===== src/rtl/pong_game.sv =====
// Game-state engine for the 16x16 dot-matrix pong: tick generation, ball motion,
// paddle control and scoring, all in half-pixel coordinates.
module pong_game #(
  parameter int TICKWIDTH   = 18,
  parameter int PADDLE_LEN  = 6,
  parameter int SERVE_TICKS = 32,
  parameter int WIN_SCORE   = 9
) (
  input  logic        clk,
  input  logic        reset,
  input  logic        lup,
  input  logic        ldn,
  input  logic        rup,
  input  logic        rdn,
  input  logic        start,
  output logic [4:0]  x,
  output logic [4:0]  y,
  output logic [31:0] lpaddle,
  output logic [31:0] rpaddle,
  output logic [3:0]  lscore,
  output logic [3:0]  rscore,
  output logic        playing
);

  localparam int TIMER_W = $clog2(SERVE_TICKS + 1);
  localparam logic [4:0] MAX_POS = 5'(32 - PADDLE_LEN);
  localparam logic [31:0] PAD_MASK = (32'd1 << PADDLE_LEN) - 32'd1;
  localparam logic [TICKWIDTH-1:0] CNT_ONE = 1;
  localparam logic [TIMER_W-1:0] TIMER_LAST = TIMER_W'(SERVE_TICKS - 1);
  localparam logic [3:0] WIN = 4'(WIN_SCORE);

  typedef enum logic [1:0] {SERVE, PLAY, SCORE, OVER} state_t;

  state_t               r_state;
  logic [TICKWIDTH-1:0] r_cnt;
  logic [TIMER_W-1:0]   r_timer;
  logic [4:0]           r_sync1, r_sync2;
  logic [4:0]           r_x, r_y, r_lpos, r_rpos;
  logic                 r_dxNeg, r_dyNeg, r_serveDyNeg;
  logic [31:0]          r_lpaddle, r_rpaddle;
  logic [3:0]           r_lscore, r_rscore;
  logic                 r_playing;

  logic       w_tick;
  logic [4:0] w_lposNext, w_rposNext;

  function automatic logic [4:0] nextPos(input logic [4:0] pos, input logic up, input logic dn);
    nextPos = pos;
    if (up && !dn)
      nextPos = (pos <= 5'd2) ? 5'd0 : pos - 5'd2;
    else if (dn && !up)
      nextPos = (pos >= MAX_POS - 5'd2) ? MAX_POS : pos + 5'd2;
  endfunction

  assign w_tick     = &r_cnt;
  assign w_lposNext = nextPos(r_lpos, r_sync2[0], r_sync2[1]);
  assign w_rposNext = nextPos(r_rpos, r_sync2[2], r_sync2[3]);

  always_ff @(posedge clk or posedge reset) begin
    if (reset) begin
      r_state      <= SERVE;
      r_cnt        <= '0;
      r_timer      <= '0;
      r_sync1      <= '0;
      r_sync2      <= '0;
      r_x          <= 5'd16;
      r_y          <= 5'd16;
      r_dxNeg      <= 1'b0;
      r_dyNeg      <= 1'b0;
      r_serveDyNeg <= 1'b0;
      r_lpos       <= 5'd12;
      r_rpos       <= 5'd12;
      r_lpaddle    <= PAD_MASK << 12;
      r_rpaddle    <= PAD_MASK << 12;
      r_lscore     <= '0;
      r_rscore     <= '0;
      r_playing    <= 1'b0;
    end else begin
      r_cnt   <= r_cnt + CNT_ONE;
      r_sync1 <= {start, rdn, rup, ldn, lup};
      r_sync2 <= r_sync1;
      if (w_tick) begin
        r_lpos    <= w_lposNext;
        r_rpos    <= w_rposNext;
        r_lpaddle <= PAD_MASK << w_lposNext;
        r_rpaddle <= PAD_MASK << w_rposNext;
        case (r_state)
          SERVE: begin
            r_x <= 5'd16;
            r_y <= 5'd16;
            if (r_timer == TIMER_LAST) begin
              r_timer   <= '0;
              r_state   <= PLAY;
              r_playing <= 1'b1;
            end else begin
              r_timer <= r_timer + TIMER_W'(1);
            end
          end
          PLAY: begin
            // Hit tests use the paddle bitmaps and y from before this tick.
            if (r_y == 5'd31 && !r_dyNeg) begin
              r_y     <= 5'd30;
              r_dyNeg <= 1'b1;
            end else if (r_y == 5'd0 && r_dyNeg) begin
              r_y     <= 5'd1;
              r_dyNeg <= 1'b0;
            end else begin
              r_y <= r_dyNeg ? r_y - 5'd1 : r_y + 5'd1;
            end
            if (r_x == 5'd29 && !r_dxNeg) begin
              if (r_lpaddle[r_y]) begin
                r_x     <= 5'd28;
                r_dxNeg <= 1'b1;
              end else begin
                r_x       <= 5'd30;
                r_rscore  <= r_rscore + 4'd1;
                r_state   <= SCORE;
                r_playing <= 1'b0;
              end
            end else if (r_x == 5'd2 && r_dxNeg) begin
              if (r_rpaddle[r_y]) begin
                r_x     <= 5'd3;
                r_dxNeg <= 1'b0;
              end else begin
                r_x       <= 5'd1;
                r_lscore  <= r_lscore + 4'd1;
                r_state   <= SCORE;
                r_playing <= 1'b0;
              end
            end else begin
              r_x <= r_dxNeg ? r_x - 5'd1 : r_x + 5'd1;
            end
          end
          SCORE: begin
            // dx is left as it was at the miss, so it already points at the conceder.
            if (r_timer == TIMER_LAST) begin
              r_timer <= '0;
              if (r_lscore == WIN || r_rscore == WIN) begin
                r_state <= OVER;
              end else begin
                r_state      <= SERVE;
                r_x          <= 5'd16;
                r_y          <= 5'd16;
                r_dyNeg      <= !r_serveDyNeg;
                r_serveDyNeg <= !r_serveDyNeg;
              end
            end else begin
              r_timer <= r_timer + TIMER_W'(1);
            end
          end
          OVER: begin
            if (r_sync2[4]) begin
              r_state      <= SERVE;
              r_timer      <= '0;
              r_lscore     <= '0;
              r_rscore     <= '0;
              r_x          <= 5'd16;
              r_y          <= 5'd16;
              r_dxNeg      <= 1'b0;
              r_dyNeg      <= 1'b0;
              r_serveDyNeg <= 1'b0;
            end
          end
          default: r_state <= SERVE;
        endcase
      end
    end
  end

  assign x       = r_x;
  assign y       = r_y;
  assign lpaddle = r_lpaddle;
  assign rpaddle = r_rpaddle;
  assign lscore  = r_lscore;
  assign rscore  = r_rscore;
  assign playing = r_playing;

endmodule


===== config.mk =====
export PLATFORM = sky130hd
export DESIGN_NAME = pong_game
export DESIGN_NICKNAME = d
export VERILOG_FILES = /design/src/rtl/pong_game.sv
export SDC_FILE = /design/constraint.sdc
export NUM_CORES = 1
export LEC_CHECK = 0
export CAP_MARGIN = 10
export CORE_UTILIZATION = 45
export DETAILED_ROUTE_END_ITERATION = 10
export GPL_TIMING_DRIVEN = 0
export PLACE_DENSITY_LB_ADDON = 0.12
export SLEW_MARGIN = 25
export SYNTH_ARGS = -nofsm -noshare
export SYNTH_HDL_FRONTEND = slang
export SYNTH_SLANG_ARGS = --single-unit

===== constraint.sdc =====
create_clock -name clk -period 9.9 [get_ports clk]
set_clock_uncertainty 0.15 [all_clocks]
set_input_delay 0.99 -clock clk [delete_from_list [all_inputs] [get_ports clk]]
set_output_delay 0.99 -clock clk [all_outputs]
set_load 0.005 [all_outputs]

==> impl_metrics.toml, run 1 <==
[worst_setup_path]
cpPeakStageDelay_ns = 0.81
ff2ff_path_depth = 9
cp_max_fo = 10
crit_top_cell = "clkbuf_1"
startpoint_type = "register"
cp_slowest_cell = "a211oi_1"
cp.arrival_ns = 3.40
end_kind = "register"
crit_type = "reg2reg"
crit_chain = "clkbuf_1 -> inv_1 -> ha_1 -> and3b_1 -> a211oi_1 -> clkbuf_1 -> nor3b_1 -> a21oi_1 -> o21ai_0"
required_ns = 10.04

[logic_synthesis]
async_flop_share_pct = 100
synth_edf_count = 0
synth_seq_cells = 132
synth_top_area_share_pct = 39.3
syn-num-nets = 790
yosys.area.top_type = "dfrtp_1"
synth_area_per_cell_um2 = 9.52
synth_cell_types = 71
ys_top_cells_by_area = "dfrtp_1 39%, dfstp_2 6.5%, nand2_1 5.6%"
ys.flop_type = "dfrtp_1"
yosysWarnings = 0
synth.yosys.seq_area_share_pct = 45.8
synth_area_mm2 = 0.00726
netlist_instances = 763

[global_routing]
met3_usage_pct = 4.71
grt_max_degree = 75
grt.met2_usage_pct = 41.4
grt_use_total_pct = 27.1
grt_util_met1_pct = 38.9
antenna_found_initial = 0
grt_busiest_layer = "met2"
overflow = 0
grt_pass1_vias = 6359
grt_pass1_wl_um = 34200

[cts]
clk-insertion-delay-late_ns = 0.42
htree_levels = 4
path_clk_slew_ns = 0.06
post_cts_buffers = 0
cts_max_path_buffers = 2
cts_buffers = 17
clock_sinks = 132
cts_resized = 0
postCtsHoldBufs = 0
clockRootBuffer = "clkbuf_16"
cts_tree = "done"

[finish]
fillCellCount = 1333
multi_input_area_mm2 = 0.00368
syn_to_final_growth_pct = 26.0
ff_latch_area_mm2 = 0.00333
num_antenna_cells = 0
layout-drive-gt1-share_pct = 9.49
nets = 899

[placed_design]
gp_congestion = 0.931
dpl.hpwl_um = 15600
io_buffers = 89
pre_cts_slack_ns = 6.73

[floorplan]
rows = 46
dieArea_mm2 = 0.0167
start_util_pct = 45.9
die_w_um = 129
fp.coreArea_mm2 = 0.0158
io_pins = 90
die_y_um = 129

[sta]
worst_slew_pin_slew_ns = 0.958
setup_violations = 0
timing.final.crit_share_pct = 33.0
hold_viol = 0
maxSlewViolCount = 0
timing.slew.headroom_pct = 35.8
rsz0062_at_grt = "no"
fmax_ghz = 0.306
layout_min_cycle_time_ns = 3.27
fin_setup_tns_ns = 0
setup_slack_ns = 6.63

[hold_path]
holdPathStages = 0
hp-class = "reg2reg"

[routing]
drt-vias-per-instance = 5.90
routed_wirelength_um = 21300
via_count = 6500
drt_iter0_markers = 636
dr.pass1.iters = 5
drcViolationCount = 0
ant_nets = 0
wire_per_inst_um = 19.3

[pwr]
power.density_mw_per_mm2 = 144
power_leakage_uw = 0.00378
peakVddDrop_uv = 95.4

[run]
maxCapViolCount = 0

[status]
status = "finished, final reports clean"
## path summary, 6_finish.rpt
path                                            start                 endpoint  slack [ns]
worst max register to register  r_rpos[1]$_DFFE_PP0P_  rpaddle[28]$_DFFE_PP0P_        6.63
min in group asynchronous                       reset   rpaddle[9]$_DFFE_PP0P_        0.87
worst min-delay path             r_sync1[0]$_DFF_PP0_     r_sync2[0]$_DFF_PP0_        0.20
worst min register to register   r_sync1[0]$_DFF_PP0_     r_sync2[0]$_DFF_PP0_        0.20
max in group asynchronous                       reset         y[4]$_DFFE_PP1P_        8.04
worst max-delay path            r_rpos[1]$_DFFE_PP0P_  rpaddle[28]$_DFFE_PP0P_        6.63
## layout make-up
class	instances	share of cell area [%]
flip-flops and latches	132	36.3
clock inverters	12	2.45
plain buffers	35	1.71
clock buffers	20	5.10
well taps	216	2.95
multi-input cells	570	40.3
inverters	26	1.15
repair buffers	90	10.0
## registers in the layout, summed over array words and instances (netlist names), 6 cells and up
name / flops
lpaddle: 32
r_cnt: 18
r_timer: 6
rpaddle: 32
## cell usage after synthesis, types with 15 or more instances
cell        n
o31ai_1    15
nor2_1     44
nand2_1   109
a21oi_1    30
ha_1       18
mux2i_1    24
clkbuf_1   27
inv_1      26
dfstp_2    18
dfrtp_1   114
xnor2_1    16
o21ai_0    75
nand3_1    26
## where the power goes
group	switching [uW]	total (uW)	internal, uW
combinational	28.6	39.5	11.0
sequential	1.20	543	542
clock	245	739	493
## layout by cell type, fill, tap and decap left out, types with 17 or more instances in the layout
cell type	count
dfrtp_1	114
nand2_1	109
clkdlybuf4s50_1	89
o21ai_0	75
nor2_1	44
a21oi_1	30
clkbuf_1	27
nand3_1	26
inv_1	25
mux2i_1	24
ha_1	18
dfstp_2	18
clkbuf_16	17
## critical path: cells and delay by family (launching register included)
| kind | cells | cell delay (ns) |
|---|---|---|
| compound gates | 3 | 1.21 |
| fa+ha+maj | 1 | 0.25 |
| buf+inv | 3 | 0.86 |
| flops | 1 | 0.37 |
| simple gates | 2 | 0.30 |
## cells by family (layout without fill, tap and decap cells)
logic type	Yosys count	after routing	share of synthesized area, %
buffers and inverters	61	183	3.50
adder cells (fa/ha/maj)	20	20	3.65
AO/OA/AOI/OAI	219	219	19.8
multiplexers	39	39	6.30
XOR/XNOR	24	24	2.89
flip-flops	132	132	45.8
AND/OR/NAND/NOR	268	268	18.1
## layer usage
metal | vias up | routed length, um
met4 | 0 | 400
li1 | 3002 | -
met3 | 30 | 1350
met1 | 3208 | 9970
met5 | - | 0
met2 | 260 | 9570
## through the flow
| stage | instances | hold slack, ns | util (%) | total power (uW) | area [um^2] |
|---|---|---|---|---|---|
| detailed placement | 1069 | 0.185 | 53.4 | 593 | 8460 |
| finish | 1101 | 0.195 | 57.8 | 1320 | 9150 |
| global placement | 1068 | 0.183 | 53.2 | 590 | 8420 |
| global route | 1101 | 0.202 | 57.8 | 1360 | 9150 |
| floorplan | 763 | 0.181 | - | 578 | 7260 |
| CTS | 1101 | 0.197 | 57.8 | 1330 | 9150 |
Power figures use the tool's default switching activity.
==> run 2, diff against run 1 <==
==> constraint.sdc (replaced) <==
create_clock -name clk -period 3.26 [get_ports clk]
set_clock_uncertainty 0.15 [all_clocks]
set_input_delay 0.326 -clock clk [delete_from_list [all_inputs] [get_ports clk]]
set_output_delay 0.326 -clock clk [all_outputs]
set_load 0.005 [all_outputs]
==> impl_metrics.toml, run 2 (same netlist as run 1, synthesis figures left out) <==
[cts]
clockRootBuffer = "clkbuf_16"
path_clk_slew_ns = 0.06
htree_levels = 4
cts_max_path_buffers = 2
cts_buffers = 17
clk-insertion-delay-late_ns = 0.42
postCtsHoldBufs = 0
clock_sinks = 132
cts_tree = "done"

[placed_design]
dpl.hpwl_um = 16000
gp_congestion = 0.935
dpl-instance-area_mm2 = 0.00851
io_buffers = 89
dp.cells = 1072

[worst_setup_path]
end_kind = "register"
rrSetupSlack_ns = 0.19
crit_end = "rpaddle[24]$_DFFE_PP0P_"
crit_type = "reg2reg"
cp_max_fo = 10
required_ns = 3.42
r2r_end = "rpaddle[24]$_DFFE_PP0P_"
r2r-start = "r_cnt[5]$_DFF_PP0_"
ff2ff_path_depth = 6
startpoint_type = "register"
cp.arrival_ns = 3.23
critPathLaunch = "r_cnt[5]$_DFF_PP0_"

[sta]
layout_min_cycle_time_ns = 3.07
worst_slew_pin_slew_ns = 1.08
hold_viol = 0
setup_violations = 0
rsz0062_at_grt = "no"
timing.slew.headroom_pct = 27.1
timing.final.crit_share_pct = 94.2
maxSlewViolCount = 0
fmax_ghz = 0.326

[pwr]
power.internal_uw = 3100
combPwrFrac_pct = 3.3
clockPowerShare_pct = 54.9
power_frac_seq_pct = 41.8
total_power_uw = 3950
power_leakage_uw = 0.00379
peakVddDrop_uv = 403
power.switching_uw = 841
netSwitchingFraction_pct = 21.3
power.density_mw_per_mm2 = 430

[run]
maxCapViolCount = 0

[status]
status = "finished, final reports clean"

[global_routing]
grt_pass1_vias = 6138
grt_use_total_pct = 27.2
grt_pass1_wl_um = 34100
grt_max_degree = 31
antenna_found_initial = 0
overflow = 0

[routing]
drcViolationCount = 0
drt_iter0_markers = 554
ant_nets = 0
dr.pass1.iters = 5
wire_per_inst_um = 19.6
routed_wirelength_um = 21600
drt-vias-per-instance = 5.92
via_count = 6537

[finish]
nets = 902
layout-drive-gt1-share_pct = 9.91
layout_common_cells = "114 x dfrtp_1, 109 x nand2_1, 89 x clkdlybuf4s50_1, 75 x o21ai_0, 44 x nor2_1"
final_area_mm2 = 0.00918
num_antenna_cells = 0
final_common_cell = "dfrtp_1"
final-instance-count-excl-fill = 1104
final_core_util_pct = 58.0
syn_to_final_growth_pct = 26.4

[floorplan]
die_w_um = 129
io_pins = 90
start_util_pct = 45.9
fp.coreArea_mm2 = 0.0158
rows = 46
die_y_um = 129
dieArea_mm2 = 0.0167

[hold_path]
hp-class = "in2async"
run 2: worst min path at each step:
stage	start	end	slack [ns]	cells after the start
3_3_place_gp	r_sync1[4]$_DFF_PP0_	r_sync2[4]$_DFF_PP0_	0.18	0
6_report	reset	rpaddle[9]$_DFFE_PP0P_	0.15	2
2_1_floorplan	r_sync1[0]$_DFF_PP0_	r_sync2[0]$_DFF_PP0_	0.18	0
3_5_place_dp	r_sync1[0]$_DFF_PP0_	r_sync2[0]$_DFF_PP0_	0.19	0
4_1_cts	reset	rpaddle[25]$_DFFE_PP0P_	0.17	2
5_1_grt	rup	r_sync1[2]$_DFF_PP0_	0.18	1
run 2: area by class of cell:
type | count | area [um^2]
Buffer | 35 | 156
Clock buffer | 20 | 467
Clock inverter | 12 | 201
Fill cell | 1382 | 6650
Inverter | 26 | 101
Multi-Input combinational cell | 570 | 3690
Sequential cell | 132 | 3330
Tap cell | 216 | 270
Timing Repair Buffer | 93 | 971
run 2: stage by stage:
stage,setup WS (ns),hold WS [ns],setup TNS (ns)
final,0.190,0.154,0
after global placement,-0.0703,0.183,-6.32
after global routing,0.0463,0.182,0
after CTS,0.0228,0.167,0
after detailed placement,0.0327,0.186,0
after floorplan,0.715,0.181,0
run 2: routing by layer:
metal  GRT usage (%)  up-vias  part of all wire [%]
met5               0        -                     0
met4            9.62        0                   1.9
met3            5.28       29                   6.1
met2            41.8      253                    46
met1            38.5     3246                    46
li1                -     3009                     -
run 2: power by group through the flow:
stage                     combinational, uW  sequential, uW  clock, uW
after global placement                  115            1680          0
after detailed placement                128            1680          0
after global routing                    144            1650       2250
final                                   129            1650       2170
after CTS                               129            1650       2190
after floorplan                        78.7            1680          0
run 2: what timing repair did:
item / CTS / global route
gates resized for setup: 0 / 1
setup endpoints to repair: 0 / 18
buffers inserted: 0 / 0
run 2: worst max-delay path, stage by stage (launching register included):
cell	delay (ns)
dfrtp_1	0.42
nand4_1	0.24
nor2_1	0.50
and3_1	0.26
clkbuf_1	0.59
nand2_1	0.40
o31ai_1	0.38
==> run 3, diff against run 2 <==
--- a/config.mk
+++ b/config.mk
@@ -6,6 +6,7 @@
 export NUM_CORES = 1
 export LEC_CHECK = 0
 export CAP_MARGIN = 10
+export CORE_ASPECT_RATIO = 0.5
 export CORE_UTILIZATION = 45
 export DETAILED_ROUTE_END_ITERATION = 10
 export GPL_TIMING_DRIVEN = 0
==> impl_metrics.toml, run 3 (same netlist as run 1, synthesis figures left out) <==
[routing]
drt-vias-per-instance = 5.96
ant_nets = 0
drcViolationCount = 0
routed_wirelength_um = 21500
dr.pass1.iters = 6
wire_per_inst_um = 19.6
drt_iter0_markers = 547
via_count = 6519

[global_routing]
antenna_found_initial = 0
grt_max_degree = 31
overflow = 0
grt_use_total_pct = 27.2
grt_pass1_wl_um = 34900
grt_pass1_vias = 6315

[sta]
timing.final.crit_share_pct = 92.4
layout_min_cycle_time_ns = 3.01
maxSlewViolCount = 0
fmax_ghz = 0.332
rsz0062_at_grt = "no"
hold_viol = 0
setup_violations = 0
timing.slew.headroom_pct = 24.8
worst_slew_pin_slew_ns = 1.11

[placed_design]
io_buffers = 89
dp.cells = 1061
dpl.hpwl_um = 15900
gp_congestion = 0.905

[cts]
post_cts_buffers = 0
clock_sinks = 132
cts_tree = "done"
htree_levels = 4
path_clk_slew_ns = 0.06
cts_buffers = 17
clockRootBuffer = "clkbuf_16"
cts_max_path_buffers = 2
clk-insertion-delay-late_ns = 0.43

[floorplan]
fp.coreArea_mm2 = 0.0156
dieArea_mm2 = 0.0167
die_w_um = 182
io_pins = 90
rows = 32
die_y_um = 91.8
start_util_pct = 46.6

[finish]
num_antenna_cells = 0
final-instance-count-excl-fill = 1094
nets = 904
fillCellCount = 1350
syn_to_final_growth_pct = 26.0
layout_common_cells = "114 x dfrtp_1, 109 x nand2_1, 89 x clkdlybuf4s50_1, 75 x o21ai_0, 44 x nor2_1"
layout-drive-gt1-share_pct = 9.78
final_common_cell = "dfrtp_1"

[pwr]
total_power_uw = 3820
peakVddDrop_uv = 359
power_leakage_uw = 0.00377
power.density_mw_per_mm2 = 418

[worst_setup_path]
cp.arrival_ns = 3.23
cp_max_fo = 10
startpoint_type = "register"
crit_type = "reg2reg"
end_kind = "register"
required_ns = 3.48

[hold_path]
hp-class = "in2reg"

[run]
maxCapViolCount = 0

[status]
status = "finished, final reports clean"
==> run 3: area by class of cell <==
cell class | instances | area (um^2) | area share, %
multi-input cells | 570 | 3690 | 40.3
flip-flops and latches | 132 | 3330 | 36.3
repair buffers | 95 | 1010 | 11.0
clock buffers | 20 | 437 | 4.77
well taps | 204 | 255 | 2.79
clock inverters | 12 | 181 | 1.98
plain buffers | 35 | 158 | 1.72
inverters | 26 | 101 | 1.11
==> run 3: report_power, final <==
group / total, uW / internal [uW] / switching [uW]
clock: 2040 / 1280 / 756
combinational: 134 / 43.7 / 90.3
sequential: 1650 / 1650 / 3.33
==> run 3: metrics by stage <==
step	utilization (%)	setup TNS, ns	setup slack, ns	hold slack [ns]	area [um^2]
finish	58.8	0	0.249	0.189	9160
global route	58.8	0	0.0650	0.183	9160
CTS	58.7	0	0.117	0.180	9150
detailed placement	54.7	0	0.126	0.185	8520
global placement	54.0	-10.72	-0.109	0.182	8410
floorplan	-	0	0.715	0.181	7270
==> run 3: final timing paths <==
check | depth (start not counted) | startpoint | endpoint | slack [ns]
max | 7 | r_cnt[5]$_DFF_PP0_ | lpaddle[12]$_DFFE_PP1P_ | 0.25
min | 1 | start | r_sync1[4]$_DFF_PP0_ | 0.19
max reg2reg | 7 | r_cnt[5]$_DFF_PP0_ | lpaddle[12]$_DFFE_PP1P_ | 0.25
min reg2reg | 0 | r_sync1[2]$_DFF_PP0_ | r_sync2[2]$_DFF_PP0_ | 0.20
max in group asynchronous | 6 | reset | r_rpos[2]$_DFFE_PP1P_ | 1.54
min in group asynchronous | 3 | reset | r_cnt[7]$_DFF_PP0_ | 0.55
==> run 3: what timing repair did <==
item / CTS / global route
hold buffers: 1 / 0
resized for setup: 0 / 3
endpoints found under the setup margin: 0 / 19
hold endpoints to repair: 2 / 0
==> run 3: critical path, stage by stage, from the launching register on <==
cell      delay (ns)
dfrtp_1         0.42
nand4_1         0.21
nor2_1          0.49
nand3_1         0.35
clkbuf_1        0.40
clkbuf_2        0.39
nor2_1          0.35
a22o_1          0.18
==> run 3: per-layer routing <==
| metal | share of wire, % | track usage, % |
|---|---|---|
| met4 | 1.4 | 8.05 |
| met5 | 0 | 0 |
| met2 | 44 | 40.6 |
| met3 | 6.2 | 6.83 |
| met1 | 48 | 38.8 |
